[src/rtl/rc4_crack_core_pkg.sv]
// rtl/rc4_crack_core_pkg.sv - shared types and constants for the RC4 key-search core
package rc4_crack_core_pkg;

  typedef enum logic [3:0] {
    ST_IDLE,
    ST_INIT,
    ST_K_RI,
    ST_K_RJ,
    ST_K_SI,
    ST_K_SJ,
    ST_P_RI,
    ST_P_RJ,
    ST_P_SI,
    ST_P_SJ,
    ST_P_RF,
    ST_P_CK,
    ST_NEXT_KEY
  } rc4_state_e;

  localparam logic [7:0] CH_LO = 8'h61;
  localparam logic [7:0] CH_HI = 8'h7A;
  localparam logic [7:0] CH_SP = 8'h20;

  function automatic logic is_printable(input logic [7:0] b);
    return (b == CH_SP) || ((b >= CH_LO) && (b <= CH_HI));
  endfunction

endpackage

[src/rtl/rc4_crack_core_if.sv]
// rtl/rc4_crack_core_if.sv - control handshake and memory ports of one search core
interface rc4_crack_core_if #(
  parameter int KEY_BITS = 24,
  parameter int MSG_AW   = 5
);
  logic                start;
  logic                abort;
  logic [7:0]          s_addr;
  logic [7:0]          s_wdata;
  logic                s_wren;
  logic [7:0]          s_q;
  logic [MSG_AW-1:0]   rom_addr;
  logic [7:0]          rom_q;
  logic [MSG_AW-1:0]   msg_addr;
  logic [7:0]          msg_data;
  logic                msg_wren;
  logic                busy;
  logic                found;
  logic                exhausted;
  logic [KEY_BITS-1:0] key;

  modport master (
    input  start, abort, s_q, rom_q,
    output s_addr, s_wdata, s_wren, rom_addr, msg_addr, msg_data, msg_wren,
           busy, found, exhausted, key
  );

  modport slave (
    output start, abort, s_q, rom_q,
    input  s_addr, s_wdata, s_wren, rom_addr, msg_addr, msg_data, msg_wren,
           busy, found, exhausted, key
  );
endinterface

[src/rtl/rc4_crack_core_key_stepper.sv]
// rtl/rc4_crack_core_key_stepper.sv - candidate key register, strided advance and range end detection
module rc4_crack_core_key_stepper #(
  parameter int              KEY_BITS   = 24,
  parameter longint unsigned KEY_FIRST  = 0,
  parameter longint unsigned KEY_STRIDE = 1,
  parameter longint unsigned KEY_LAST   = 64'd4194303
) (
  input  logic                clk,
  input  logic                reset_n,
  input  logic                load_i,
  input  logic                step_i,
  output logic [KEY_BITS-1:0] key_o,
  output logic                over_o,
  output logic                exhausted_o
);
  localparam logic [KEY_BITS-1:0] FIRST_W  = KEY_BITS'(KEY_FIRST);
  localparam logic [KEY_BITS:0]   STRIDE_W = (KEY_BITS+1)'(KEY_STRIDE);
  localparam logic [KEY_BITS:0]   LAST_W   = (KEY_BITS+1)'(KEY_LAST);

  logic [KEY_BITS-1:0] key_q, key_d;
  logic                exh_q, exh_d;
  logic [KEY_BITS:0]   sum;

  // One extra bit so a stride that wraps the key width still counts as past the end
  assign sum    = {1'b0, key_q} + STRIDE_W;
  assign over_o = (sum > LAST_W);

  always_comb begin
    key_d = key_q;
    exh_d = exh_q;
    if (load_i) begin
      key_d = FIRST_W;
      exh_d = 1'b0;
    end else if (step_i) begin
      if (over_o) exh_d = 1'b1;
      else        key_d = sum[KEY_BITS-1:0];
    end
  end

  always_ff @(posedge clk or negedge reset_n) begin
    if (!reset_n) begin
      key_q <= FIRST_W;
      exh_q <= 1'b0;
    end else begin
      key_q <= key_d;
      exh_q <= exh_d;
    end
  end

  assign key_o       = key_q;
  assign exhausted_o = exh_q;
endmodule

[src/rtl/rc4_crack_core.sv]
// rtl/rc4_crack_core.sv - RC4 brute-force engine: S init, key schedule and keystream check per candidate
module rc4_crack_core
  import rc4_crack_core_pkg::*;
#(
  parameter int              KEY_BITS   = 24,
  parameter longint unsigned KEY_FIRST  = 0,
  parameter longint unsigned KEY_STRIDE = 1,
  parameter longint unsigned KEY_LAST   = 64'd4194303,
  parameter int              MSG_LEN    = 32
) (
  input logic                clk,
  input logic                reset_n,
  rc4_crack_core_if.master   bus
);
  localparam int MSG_AW    = $clog2(MSG_LEN);
  localparam int KEY_BYTES = KEY_BITS / 8;
  localparam int KB_W      = (KEY_BYTES > 1) ? $clog2(KEY_BYTES) : 1;

  rc4_state_e        state_q, state_d;
  logic [7:0]        i_q, i_d, j_q, j_d, si_q, si_d, sj_q, sj_d;
  logic [MSG_AW-1:0] k_q, k_d;
  logic [KB_W-1:0]   kb_q, kb_d;
  logic              found_q, found_d, busy_q, busy_d;

  logic                key_load, key_step, key_over, key_exh;
  logic [KEY_BITS-1:0] key_w;
  logic [7:0]          key_byte, b_w;

  rc4_crack_core_key_stepper #(
    .KEY_BITS(KEY_BITS), .KEY_FIRST(KEY_FIRST), .KEY_STRIDE(KEY_STRIDE), .KEY_LAST(KEY_LAST)
  ) u_key (
    .clk(clk), .reset_n(reset_n), .load_i(key_load), .step_i(key_step),
    .key_o(key_w), .over_o(key_over), .exhausted_o(key_exh)
  );

  // Byte 0 is the most significant key byte
  always_comb begin
    key_byte = 8'h00;
    for (int n = 0; n < KEY_BYTES; n++)
      if (kb_q == KB_W'(n)) key_byte = key_w[KEY_BITS-1-8*n -: 8];
  end

  assign b_w = bus.s_q ^ bus.rom_q;

  always_comb begin
    state_d = state_q;
    i_d = i_q; j_d = j_q; si_d = si_q; sj_d = sj_q; k_d = k_q; kb_d = kb_q;
    found_d = found_q; busy_d = busy_q;
    key_load = 1'b0; key_step = 1'b0;
    bus.s_addr = 8'h00; bus.s_wdata = 8'h00; bus.s_wren = 1'b0;
    bus.rom_addr = '0; bus.msg_addr = '0; bus.msg_data = 8'h00; bus.msg_wren = 1'b0;
    case (state_q)
      ST_IDLE: if (bus.start) begin
        found_d = 1'b0; busy_d = 1'b1; key_load = 1'b1; i_d = 8'h00; state_d = ST_INIT;
      end
      ST_INIT: begin
        bus.s_addr = i_q; bus.s_wdata = i_q; bus.s_wren = 1'b1;
        i_d = i_q + 8'd1;
        if (i_q == 8'hFF) begin
          j_d = 8'h00; kb_d = '0; state_d = ST_K_RI;
        end
      end
      ST_K_RI: begin
        bus.s_addr = i_q; state_d = ST_K_RJ;
      end
      ST_K_RJ: begin
        si_d = bus.s_q; j_d = j_q + bus.s_q + key_byte; bus.s_addr = j_d; state_d = ST_K_SI;
      end
      ST_K_SI: begin
        sj_d = bus.s_q; bus.s_addr = i_q; bus.s_wdata = bus.s_q; bus.s_wren = 1'b1; state_d = ST_K_SJ;
      end
      ST_K_SJ: begin
        bus.s_addr = j_q; bus.s_wdata = si_q; bus.s_wren = 1'b1;
        i_d  = i_q + 8'd1;
        kb_d = (kb_q == KB_W'(KEY_BYTES-1)) ? '0 : kb_q + 1'b1;
        state_d = ST_K_RI;
        if (i_q == 8'hFF) begin
          j_d = 8'h00; k_d = '0; state_d = ST_P_RI;
        end
      end
      ST_P_RI: begin
        i_d = i_q + 8'd1; bus.s_addr = i_d; state_d = ST_P_RJ;
      end
      ST_P_RJ: begin
        si_d = bus.s_q; j_d = j_q + bus.s_q; bus.s_addr = j_d; state_d = ST_P_SI;
      end
      ST_P_SI: begin
        sj_d = bus.s_q; bus.s_addr = i_q; bus.s_wdata = bus.s_q; bus.s_wren = 1'b1; state_d = ST_P_SJ;
      end
      ST_P_SJ: begin
        bus.s_addr = j_q; bus.s_wdata = si_q; bus.s_wren = 1'b1; state_d = ST_P_RF;
      end
      ST_P_RF: begin
        bus.s_addr = si_q + sj_q; bus.rom_addr = k_q; state_d = ST_P_CK;
      end
      ST_P_CK: begin
        bus.msg_addr = k_q; bus.msg_data = b_w; bus.msg_wren = 1'b1;
        if (!is_printable(b_w)) begin
          state_d = ST_NEXT_KEY;
        end else if (k_q == MSG_AW'(MSG_LEN-1)) begin
          found_d = 1'b1; busy_d = 1'b0; state_d = ST_IDLE;
        end else begin
          k_d = k_q + 1'b1; state_d = ST_P_RI;
        end
      end
      ST_NEXT_KEY: begin
        key_step = 1'b1;
        if (key_over) begin
          busy_d = 1'b0; state_d = ST_IDLE;
        end else begin
          i_d = 8'h00; state_d = ST_INIT;
        end
      end
      default: state_d = ST_IDLE;
    endcase
    // A success on the final byte outranks a simultaneous abort
    if (bus.abort && (state_q != ST_IDLE) && !found_d) begin
      state_d = ST_IDLE; busy_d = 1'b0; key_step = 1'b0;
    end
  end

  always_ff @(posedge clk or negedge reset_n) begin
    if (!reset_n) begin
      state_q <= ST_IDLE;
      i_q <= 8'h00; j_q <= 8'h00; si_q <= 8'h00; sj_q <= 8'h00;
      k_q <= '0; kb_q <= '0;
      found_q <= 1'b0; busy_q <= 1'b0;
    end else begin
      state_q <= state_d;
      i_q <= i_d; j_q <= j_d; si_q <= si_d; sj_q <= sj_d;
      k_q <= k_d; kb_q <= kb_d;
      found_q <= found_d; busy_q <= busy_d;
    end
  end

  assign bus.busy      = busy_q;
  assign bus.found     = found_q;
  assign bus.exhausted = key_exh;
  assign bus.key       = key_w;
endmodule
[src/flat_wrapper.sv]
// flat-port wrapper written by rule: the top's interface ports become plain ports
module rc4_crack_core_flat import rc4_crack_core_pkg::*;
#(
  parameter int              KEY_BITS   = 24,
  parameter longint unsigned KEY_FIRST  = 0,
  parameter longint unsigned KEY_STRIDE = 1,
  parameter longint unsigned KEY_LAST   = 64'd4194303,
  parameter int              MSG_LEN    = 32
)
  (clk, reset_n, bus_start, bus_abort, bus_s_q, bus_rom_q, bus_s_addr, bus_s_wdata, bus_s_wren, bus_rom_addr, bus_msg_addr, bus_msg_data, bus_msg_wren, bus_busy, bus_found, bus_exhausted, bus_key);
  rc4_crack_core_if #(.KEY_BITS(KEY_BITS)) bus_i ();
  input logic clk;
  input logic reset_n;
  input wire logic [$bits(bus_i.start)-1:0] bus_start;
  input wire logic [$bits(bus_i.abort)-1:0] bus_abort;
  input wire logic [$bits(bus_i.s_q)-1:0] bus_s_q;
  input wire logic [$bits(bus_i.rom_q)-1:0] bus_rom_q;
  output wire logic [$bits(bus_i.s_addr)-1:0] bus_s_addr;
  output wire logic [$bits(bus_i.s_wdata)-1:0] bus_s_wdata;
  output wire logic [$bits(bus_i.s_wren)-1:0] bus_s_wren;
  output wire logic [$bits(bus_i.rom_addr)-1:0] bus_rom_addr;
  output wire logic [$bits(bus_i.msg_addr)-1:0] bus_msg_addr;
  output wire logic [$bits(bus_i.msg_data)-1:0] bus_msg_data;
  output wire logic [$bits(bus_i.msg_wren)-1:0] bus_msg_wren;
  output wire logic [$bits(bus_i.busy)-1:0] bus_busy;
  output wire logic [$bits(bus_i.found)-1:0] bus_found;
  output wire logic [$bits(bus_i.exhausted)-1:0] bus_exhausted;
  output wire logic [$bits(bus_i.key)-1:0] bus_key;
  assign bus_i.start = bus_start;
  assign bus_i.abort = bus_abort;
  assign bus_i.s_q = bus_s_q;
  assign bus_i.rom_q = bus_rom_q;
  assign bus_s_addr = bus_i.s_addr;
  assign bus_s_wdata = bus_i.s_wdata;
  assign bus_s_wren = bus_i.s_wren;
  assign bus_rom_addr = bus_i.rom_addr;
  assign bus_msg_addr = bus_i.msg_addr;
  assign bus_msg_data = bus_i.msg_data;
  assign bus_msg_wren = bus_i.msg_wren;
  assign bus_busy = bus_i.busy;
  assign bus_found = bus_i.found;
  assign bus_exhausted = bus_i.exhausted;
  assign bus_key = bus_i.key;
  rc4_crack_core #(.KEY_BITS(KEY_BITS), .KEY_FIRST(KEY_FIRST), .KEY_STRIDE(KEY_STRIDE), .KEY_LAST(KEY_LAST), .MSG_LEN(MSG_LEN)) u_core (.clk(clk), .reset_n(reset_n), .bus(bus_i));
endmodule
[config.mk]
export PLATFORM = sky130hd
export DESIGN_NAME = rc4_crack_core_flat
export DESIGN_NICKNAME = d
export VERILOG_FILES = /design/src/rtl/rc4_crack_core_pkg.sv /design/src/rtl/rc4_crack_core_if.sv /design/src/rtl/rc4_crack_core_key_stepper.sv /design/src/rtl/rc4_crack_core.sv /design/src/flat_wrapper.sv
export SDC_FILE = /design/constraint.sdc
export NUM_CORES = 1
export LEC_CHECK = 0
export ABC_AREA = 1
export CORE_MARGIN = 10
export CORE_UTILIZATION = 45
export DETAILED_ROUTE_END_ITERATION = 10
export GPL_TIMING_DRIVEN = 1
export PLACE_DENSITY = 0.71
export SLEW_MARGIN = 20
export SYNTH_ARGS = -nofsm -noshare
export SYNTH_HDL_FRONTEND = slang
export SYNTH_SLANG_ARGS = --single-unit
export TNS_END_PERCENT = 100
[constraint.sdc]
create_clock -name clk -period 4.7 [get_ports clk]
set_input_delay 0.94 -clock clk [delete_from_list [all_inputs] [get_ports clk]]
set_output_delay 0.94 -clock clk [all_outputs]
set_load 0.01 [all_outputs]
==> results.sh <==
export IMPL_setup_slack_ps=-196.5
export IMPL_die_x_um=131.5
export IMPL_ant_nets=0
export IMPL_core_area_mm2=0.01211
export IMPL_vdd_ir_drop_max_uv=293.6
export IMPL_pre_cts_slack_ps=-1108
export IMPL_violations="setup timing"
export IMPL_die_h_um=131.5
export IMPL_required_ps=3760
export IMPL_relSlewSlack_pct=37.53
export IMPL_rsz0062_at_grt="yes"
export IMPL_place_hpwl_mm=13.04
export IMPL_ys_types=38
export IMPL_remaining_drc_errors=0
export IMPL_ff_latch_area_mm2=0.001752
export IMPL_setup_viol=1
export IMPL_viasPerCell=5.142
export IMPL_cts_root_buf="clkbuf_16"
export IMPL_clock_sinks=70
export IMPL_n_antenna_cell=0
export IMPL_track_usage_pct=19.22
export IMPL_worstPathCellList="buf_8 > ha_4 > fa_2 > nand2_1 > inv_1 > nor2_1 > nor2_1 > nor2_1 > nor2_1 > or2_4 > a21oi_4 > xnor2_2 > ha_4 > a21o_1 > a31oi_1 > nand2_1 > xnor2_1 > inv_1 > or2_4 > nand3_2 > nand3b_1 > buf_2"
export IMPL_hold_viol=0
export IMPL_hold_path_class="flip-flop to flip-flop"
export IMPL_fillers=1199
export IMPL_die_area_mm2=0.01729
export IMPL_multi_input_area_mm2=0.003363
export IMPL_drtIter0Drc=484
export IMPL_grt_pass1_vias=5489
export IMPL_maxCapViolations=0
export IMPL_clockBufferDepth=2
export IMPL_routed_via_count=5857
export IMPL_routed_wl_mm=17.00
export IMPL_wl_per_cell_um=14.93
export IMPL_io_buffers=82
export IMPL_avgSynthCellArea_um2=6.619
export IMPL_grt_pass1_wl_mm=27.84
export IMPL_ys_seq_area_share_pct=31.32
export IMPL_dr_pass1_iters=5
export IMPL_area_delta_synth_final_pct=28.19
export IMPL_slew_violations=0
export IMPL_cp_end_kind="output pin"
export IMPL_final_cell_mix="nand2_1 (292), inv_1 (126), nor2_1 (87), clkdlybuf4s50_1 (72), dfrtp_1 (70)"
export IMPL_grt_max_degree=71
export IMPL_drive_above_1_share_pct=8.548
export IMPL_critPathArrivalTime_ps=3960
export IMPL_async_flop_share_pct=100.0
export IMPL_io_pins=83
export IMPL_cp_common_cell="nor2_1"
export IMPL_final_min_clock_period_ps=4896
export IMPL_clkLatencyLatePin_ps=350
export IMPL_netlist_instances=845
export IMPL_yosys_warnings=0
export IMPL_powerDensity_mw_per_mm2=513.6
export IMPL_tightestPinTransition_ps=937.0
export IMPL_synth_main_ff_cell="dfrtp_1"
export IMPL_skew_ps=5.897
export IMPL_slowest_stage="fa_2"
export IMPL_status="complete, but fails checks"
export IMPL_power_w=0.003682
export IMPL_crit_buf_inv=4
export IMPL_fin_nets=1015
export IMPL_synth_area_mm2=0.005593
export IMPL_synth_edf_count=0
export IMPL_cts_made_buffers=9
export IMPL_syn_nets=894
export IMPL_start_util_pct=46.18
export IMPL_max_freq_mhz=204.2
export IMPL_max_stage_delay_ps=330
export IMPL_crit_type="input port to output pin"
export IMPL_crit_path_max_fanout=3
export IMPL_leakage_nw=3.572
export IMPL_overflow=0
export IMPL_globalplace_congestion=0.9129
export IMPL_fin_crit_sh_pct=104.2
export IMPL_antenna_found_initial=0
export IMPL_final_common_cell="nand2_1"
export IMPL_cts_max_level=3
export IMPL_clk_pin_slew_worst_paths_ps=60
export IMPL_rows=40
export IMPL_path_delay_family="simple AND/OR/NAND/NOR gates"
export IMPL_ys_seq_elements=70
export IMPL_cp_start_kind="input port"
export IMPL_final_setup_tns_ps=-196.5
export IMPL_cts_tree="yes"
-- layout make-up --
type | instances | share of cell area, %
Clock buffer | 12 | 3.298
Clock inverter | 4 | 0.6632
Inverter | 128 | 6.702
Multi-Input combinational cell | 639 | 46.91
Sequential cell | 70 | 24.43
Tap cell | 168 | 2.932
Timing Repair Buffer | 118 | 15.06
-- sequential cells by signal, indices dropped and copies added, names as in the netlist, 2 cells and up --
| register | count |
|---|---|
| u_core.i_q | 8 |
| u_core.j_q | 8 |
| u_core.k_q | 5 |
| u_core.kb_q | 2 |
| u_core.si_q | 8 |
| u_core.sj_q | 8 |
| u_core.state_q | 4 |
| u_core.u_key.key_o | 24 |
-- cells by family (layout without fill, tap and decap cells) --
logic type	after synthesis	count (layout)	share of synthesized area, %
xor gates and xnor gates	32	32	5.011
adders and majority gates	29	29	6.890
buffers and inverters	136	262	9.552
DFF	70	70	31.32
AOI/OAI and AO/OA	106	106	11.68
and+or+nand+nor	472	472	35.55
-- metrics by stage --
stage | std cells | hold WS (ps) | instance area [µm²] | utilization [%]
6_report | 1139 | 485.0 | 7169 | 59.19
3_3_place_gp | 1120 | 459.0 | 6822 | 56.32
4_1_cts | 1139 | 489.9 | 7156 | 59.08
3_5_place_dp | 1120 | 472.5 | 6822 | 56.32
5_1_grt | 1139 | 506.6 | 7169 | 59.19
2_1_floorplan | 845 | 448.3 | 5599 | -
-- worst register-to-register path: cells and delay by family, from the launching register on --
kind                     cells  cell delay (ps)
AND/OR/NAND/NOR             11             1200
adder cells (fa/ha/maj)      3              750
AO/OA/AOI/OAI                4              520
flip-flops                   1              400
XOR/XNOR                     2              290
buffers and inverters        2              120
-- metal layers --
metal,vias up,GRT usage [%],routed length [µm]
met3,28,4.192,1097
met2,209,30.79,7778
met1,2675,24.98,7816
met4,0,6.613,312
li1,2945,-,-
met5,-,0,0
-- worst paths after layout --
kind / start / depth (start not counted) / end / slack (ps)
worst max-delay path: bus_s_q[0] / 22 / bus_s_addr[7] / -200
worst min-delay path: u_core.sj_q[0] / 2 / u_core.sj_q[0] / 480
worst max register to register: u_core.j_q[0] / 22 / u_core.j_q[7] / 1340
worst min register to register: u_core.sj_q[0] / 2 / u_core.sj_q[0] / 480
max in group asynchronous: reset_n / 1 / u_core.u_key.key_o[17] / 3350
min in group asynchronous: reset_n / 1 / u_core.u_key.key_o[3] / 750
-- Yosys cell counts (3+ instances only) --
cell | number | area share [%]
xnor2_1 | 8 | 1.3
nor2_2 | 5 | 0.56
clkbuf_1 | 3 | 0.20
nand3_1 | 47 | 4.2
nor2_1 | 87 | 5.8
o2111ai_1 | 6 | 0.94
nand4_1 | 12 | 1.3
a21oi_1 | 31 | 2.8
o211ai_1 | 10 | 1.3
nand2_1 | 292 | 20
nor2_4 | 3 | 0.60
a221oi_1 | 5 | 0.78
ha_1 | 26 | 5.8
inv_1 | 126 | 8.5
o22ai_1 | 5 | 0.56
a31oi_1 | 3 | 0.34
or2_2 | 7 | 0.78
o221ai_1 | 5 | 0.78
dfrtp_1 | 70 | 31
xor2_1 | 24 | 3.8
nor3_1 | 10 | 0.89
o21ai_0 | 32 | 2.9
fa_1 | 3 | 1.1
a22oi_1 | 5 | 0.67
-- power by group --
part           total, W  leakage (nW)  switching (W)  internal, W
sequential     0.000862         0.921       0.000121     0.000741
clock          0.000681         0.137       0.000271     0.000410
combinational   0.00214          2.51        0.00120     0.000942
total           0.00368          3.57        0.00159      0.00209
-- timing repair --
| action | 4_1_cts | 5_1_grt |
|---|---|---|
| gates resized for setup | 26 | 10 |
| endpoints found under the hold margin | 0 | 0 |
| pin swaps | 13 | 11 |
| setup endpoints to repair | 6 | 5 |
| buffers inserted | 3 | 0 |
| hold buffers | 0 | 0 |
| gates cloned | 0 | 0 |
Note: power is estimated with default switching activity, not from simulation.
